## config.mk

```make
export PLATFORM = sky130hd
export DESIGN_NAME = pipeline_stage_skid
export DESIGN_NICKNAME = d
export VERILOG_FILES = /design/src/rtl/pipeline_stage_skid.sv
export SDC_FILE = /design/constraint.sdc
export NUM_CORES = 1
export LEC_CHECK = 0
export CORE_UTILIZATION = 53
export CTS_CLUSTER_SIZE = 28
export DETAILED_ROUTE_END_ITERATION = 12
export PLACE_DENSITY = 0.88
export SLEW_MARGIN = 20
export SYNTH_ARGS = -nofsm -noshare
export SYNTH_HDL_FRONTEND = slang
export SYNTH_SLANG_ARGS = --single-unit
export TNS_END_PERCENT = 1
```

## constraint.sdc

```tcl
create_clock -name clk -period 3 [get_ports clk]
set_input_delay 0.6 -clock clk [delete_from_list [all_inputs] [get_ports clk]]
set_output_delay 0.6 -clock clk [all_outputs]
set_load 0.02 [all_outputs]
```

## src/rtl/pipeline_stage_skid.sv

```systemverilog
// rtl/pipeline_stage_skid.sv - elastic pipeline stage, 2-entry skid buffer, registered in_ready, sync flush
// Optional perf counters (stall_cnt, full_cnt) enabled by defining PIPE_STAGE_PERF_EN.
module pipeline_stage_skid #(
  parameter int               WIDTH     = 32,
  parameter logic [WIDTH-1:0] RESET_VAL = '0,
  parameter int               CNT_W     = 16
) (
  input  logic             clk,
  input  logic             reset_n,
  input  logic             flush,
  input  logic             in_valid,
  output logic             in_ready,
  input  logic [WIDTH-1:0] in_data,
  output logic             out_valid,
  input  logic             out_ready,
  output logic [WIDTH-1:0] out_data
`ifdef PIPE_STAGE_PERF_EN
  ,
  output logic [CNT_W-1:0] stall_cnt,
  output logic [CNT_W-1:0] full_cnt
`endif
);

  typedef enum logic [1:0] {
    EMPTY = 2'd0,
    BUSY  = 2'd1,
    FULL  = 2'd2
  } state_t;

  state_t           state;
  logic [WIDTH-1:0] main_q;
  logic [WIDTH-1:0] skid_q;
  logic             accept;
  logic             deliver;

  assign accept   = in_valid & in_ready;
  assign deliver  = out_valid & out_ready;
  assign out_data = main_q;

  // in_ready and out_valid are registered alongside the state so no ready path is combinational.
  always_ff @(posedge clk or negedge reset_n) begin
    if (!reset_n) begin
      state     <= EMPTY;
      out_valid <= 1'b0;
      in_ready  <= 1'b0;
      main_q    <= RESET_VAL;
      skid_q    <= RESET_VAL;
    end else if (flush) begin
      state     <= EMPTY;
      out_valid <= 1'b0;
      in_ready  <= 1'b1;
    end else begin
      case (state)
        EMPTY: begin
          in_ready <= 1'b1;
          if (accept) begin
            state     <= BUSY;
            main_q    <= in_data;
            out_valid <= 1'b1;
          end
        end
        BUSY: begin
          if (accept && !deliver) begin
            state    <= FULL;
            skid_q   <= in_data;
            in_ready <= 1'b0;
          end else if (deliver && !accept) begin
            state     <= EMPTY;
            out_valid <= 1'b0;
            in_ready  <= 1'b1;
          end else begin
            if (accept) main_q <= in_data;
            in_ready <= 1'b1;
          end
        end
        FULL: begin
          if (deliver) begin
            state    <= BUSY;
            main_q   <= skid_q;
            in_ready <= 1'b1;
          end
        end
        default: begin
          state     <= EMPTY;
          out_valid <= 1'b0;
          in_ready  <= 1'b1;
        end
      endcase
    end
  end

`ifdef PIPE_STAGE_PERF_EN
  // Counters ignore flush and stick at all-ones.
  always_ff @(posedge clk or negedge reset_n) begin
    if (!reset_n) begin
      stall_cnt <= '0;
      full_cnt  <= '0;
    end else begin
      if (out_valid && !out_ready && (stall_cnt != '1)) stall_cnt <= stall_cnt + CNT_W'(1);
      if ((state == FULL) && (full_cnt != '1))          full_cnt  <= full_cnt + CNT_W'(1);
    end
  end
`else
  logic [CNT_W-1:0] unused_perf;
  assign unused_perf = '0;
`endif

endmodule

```

# ---- Word-level counts from Yosys, hierarchy flattened
# Cells that the tools add are included.
dict set report totals {
  inputBits 37
  output_inout_bits 34
  word_cells 49
  latch_bits 0
  rom_bits 0
  regBits 68
  memories 0
  ramBits 0
}
dict set report op_classes {
  magnitude_cmp 0
  bitwise 3
  shifts 0
  muxes 20
  eq_ne 11
  multipliers 0
  n_addsub 0
  n_reduce_logical 10
  n_div 0
}
# op n
set op_table {}
lappend op_table {{32-bit two-way mux} 4}
lappend op_table {{32-bit case mux with 3 select lines} 1}
lappend op_table {{3-bit != test, second input constant} 4}
lappend op_table {{2-bit two-way mux} 5}
lappend op_table {{2-bit != test, second input constant} 4}
lappend op_table {{1-bit two-way mux} 7}
lappend op_table {{2-bit case mux with 3 select lines} 1}
lappend op_table {{3-bit AND reduction} 2}
lappend op_table {{5-bit AND reduction} 1}
lappend op_table {{4-bit != test, second input constant} 1}
lappend op_table {{4-bit AND reduction} 1}
lappend op_table {{1-bit case mux with 3 select lines} 1}
lappend op_table {{3-bit nonzero test} 1}
lappend op_table {{1-bit bitwise AND} 2}
lappend op_table {{2-bit by 1-bit == test with 1-bit output, second input constant} 1}
lappend op_table {{2-bit == test, second input constant} 1}
lappend op_table {{1-bit logical AND} 2}
lappend op_table {{1-bit zero test} 2}
lappend op_table {{2-bit zero test} 1}
lappend op_table {{1-bit case mux with 2 select lines} 1}
lappend op_table {{1-bit inverter} 1}

# ---- Logic depth before layout (Yosys ltp)
dict set report logic_depth {
  depth_word 7
  ltp_mapped 5
}

# ---- Least setup slack after synthesis
# OpenSTA, ideal clock, no wires.
dict set report synth_path {
  path_type {input to register}
  start {input port flush}
  end {register skid_q[10]}
  path_buffers 2
  t_arrival_ns 1.560
  setup_ns 0.125
  required_time_ns 2.875
  path_slack_ns 1.315
  path_stages 5
  cell_sequence {clkbuf_1 > nor2_2 > nand3_2 > buf_2 > mux2_2}
}
dict set report synth_via {
  elab_chain_cells 2
}
# element line
set synth_rtl {}
lappend synth_rtl {{start: declaration} 10} ;# input logic flush,
lappend synth_rtl {{1-bit inverter (no line)} n/a}
lappend synth_rtl {{3-bit AND reduction (no line)} n/a}
lappend synth_rtl {{end signal: assignment} 65} ;# skid_q <= in_data;
lappend synth_rtl {{end: declaration} 32} ;# logic [WIDTH-1:0] skid_q;
# Every way passes these cells.
# A chain may end at the register's enable or synchronous reset.

# ---- Final worst setup path
dict set report layout_path {
  start {register out_valid}
  end {output port out_valid}
}
# element line
set layout_lines {}
lappend layout_lines {{start: declaration} 14} ;# output logic out_valid,
lappend layout_lines {{start signal: assignment} 44} ;# out_valid <= 1'b0;
lappend layout_lines {{start signal: assignment} 50} ;# out_valid <= 1'b0;
lappend layout_lines {{start signal: assignment} 59} ;# out_valid <= 1'b1;
# No word-level cell between the ends.

==> impl_metrics.json <==
{
  "areaGrowthSynthToFinish_pct": 29.8,
  "yosysUniqueCellTypes": 27,
  "gp_congestion": 0.732,
  "cp.buffers_inverters": 1,
  "ant_nets": 0,
  "setup_violations": 0,
  "placementRows": 26,
  "drt-initial-drc-count": 128,
  "worstSkewPairLatency_ns": 0.33,
  "post-route-util": 0.736,
  "final_nets": 345,
  "hold_viol_final": 0,
  "drive_above_1_share": 0.171,
  "start_util": 0.567,
  "ys.flop_type": "dfrtp_1",
  "root_buffer": "clkbuf_8",
  "dp_hpwl_um": 3960,
  "clock.fmax_ghz": 0.502,
  "tns_ns": 0,
  "tritoncts": "built",
  "io_pins": 71,
  "dr.pass1.iters": 4,
  "layout_min_cycle_time_ns": 1.99,
  "synth.net_count": 274,
  "cpPeakStageDelay_ns": 0.63,
  "tightestPinTransition_ns": 1.02,
  "crit_arrival_ns": 1.39,
  "async_flop_share": 1.00,
  "slowest_stage": "clkdlybuf4s50_1",
  "ys_warn_count": 0,
  "slew_headroom": 0.315,
  "seq_area_um2": 1700,
  "die_x_um": 76.8,
  "grt_max_degree": 38,
  "synth_top_area_cell": "dfrtp_1",
  "cts.sinks": 68,
  "drc": 0,
  "grt_pass1_wl_um": 10400,
  "drt_wl_total_um": 6110,
  "peakVddDrop_mv": 0.545,
  "seq_area_frac_synth": 0.573,
  "core-area_um2": 5240,
  "crit_type": "reg2out",
  "grt-ovfl-total": 0,
  "dp.cells": 367,
  "wl_per_cell_um": 16.1,
  "p_total_mw": 2.96,
  "synth_area_per_cell_um2": 12.5,
  "avgViaCountPerCell": 5.46,
  "io_buffers": 70,
  "grt.total_usage": 0.229,
  "cts_buffers": 9,
  "hold_path.class": "in2async",
  "htree_levels": 3,
  "synth_area_leaders": "dfrtp_1 57%, mux2_2 12%, mux2i_1 11%",
  "ys_ff_latch": 68,
  "synth_cells": 237,
  "finClkSkew_ns": 0.00542,
  "path_max_fanout": 7,
  "dieArea_um2": 5910,
  "end_kind": "output pin",
  "netlist_top_cells_count": "68 x dfrtp_1, 60 x o21ai_0, 32 x mux2i_1, 31 x mux2_2, 9 x buf_2",
  "status": "complete, no violations",
  "rsz0062_at_grt": "false",
  "power_leakage_nw": 1.80,
  "via_count": 2075,
  "yosys.area.top_type_share": 0.573,
  "max-cap-violations": 0,
  "start_kind": "flip-flop",
  "multi_input_area_um2": 1160,
  "first_global_vias": 2135,
  "cts_setup_buffers": 0,
  "antenna_found_initial": 0,
  "cts_hold_buffers": 0,
  "clkTransAtPathRegs_ns": 0.07,
  "path_cells": "clkdlybuf4s50_1",
  "synth_edf_count": 0,
  "min_period_over_period": 0.665,
  "drv_slew": 0,
  "cts.repair.resized": 0,
  "cts_buffer_depth": 2,
  "yosysMostFrequentCell": "dfrtp_1",
  "synth.cell_area_um2": 2970,
  "p_per_area_nw_per_um2": 768,
  "crit_family": "buffers and inverters",
  "layoutNonFillerInstCount": 380,
  "die_y_um": 76.8,
  "fillers": 360,
  "cp.required_ns": 2.40,
  "n_antenna_cell": 0
}
-- stage by stage --
step / hold slack, ns / cell area [µm²] / worst slack [ns]
after detailed placement: 0.492 / 3720 / 0.752
after global placement: 0.475 / 3720 / 0.782
final: 0.326 / 3850 / 1.01
after global routing: 0.378 / 3850 / 0.946
after floorplan: 0.304 / 2970 / 1.32
after CTS: 0.344 / 3850 / 0.983
-- layout make-up --
type | instances | share of cell area
clock buffers | 13 | 0.0360
inverters | 3 | 0.00292
multi-input cells | 150 | 0.302
flip-flops and latches | 68 | 0.441
well taps | 70 | 0.0227
repair buffers | 76 | 0.195
-- final timing paths --
| path | start | to | slack (ns) | cells after the start |
|---|---|---|---|---|
| max | out_valid | out_valid | 1.01 | 1 |
| min | reset_n | skid_q[2] | 0.33 | 1 |
| max reg2reg | state[0] | out_data[4] | 1.13 | 4 |
| min reg2reg | skid_q[17] | skid_q[17] | 0.50 | 1 |
| max in group asynchronous | reset_n | out_data[10] | 2.03 | 2 |
| min in group clk | skid_q[17] | skid_q[17] | 0.50 | 1 |
-- cell families (layout without fill, tap and decap cells) --
| group | count (synthesis) | after routing | synth area share |
|---|---|---|---|
| buffers and inverters | 19 | 92 | 0.0354 |
| flip-flops | 68 | 68 | 0.573 |
| XOR/XNOR | 1 | 1 | 0.00295 |
| AND/OR/NAND/NOR | 14 | 14 | 0.0316 |
| multiplexers | 64 | 64 | 0.229 |
| AO/OA/AOI/OAI | 71 | 71 | 0.128 |
-- state kept, by name, summed over array words and instances, names as in the netlist --
| name | cells |
|---|---|
| out_data | 32 |
| skid_q | 32 |
| state | 2 |
| in_ready | 1 |
| out_valid | 1 |
-- where the power goes --
group / total, mW / internal [mW] / switching [mW]
clock network: 0.586 / 0.288 / 0.298
registers: 1.42 / 1.25 / 0.173
logic: 0.952 / 0.512 / 0.439
total: 2.96 / 2.05 / 0.910
-- per-layer routing --
metal | global-route usage | vias up | part of all wire
met5 | 0 | - | 0
met4 | 0.0923 | 0 | 0.017
met3 | 0.0381 | 10 | 0.038
met2 | 0.388 | 52 | 0.51
met1 | 0.293 | 1025 | 0.44
li1 | - | 988 | -
-- cells in the final DEF, fill, tap and decap left out, drive strengths merged, types with 2 or more instances in the layout --
master	count
a21boi	2
buf	7
clkbuf	13
clkdlybuf4s50	69
dfrtp	68
inv	3
mux2	32
mux2i	32
nand2	4
nor2	3
o21ai	65
Power figures use the tool's default switching activity.
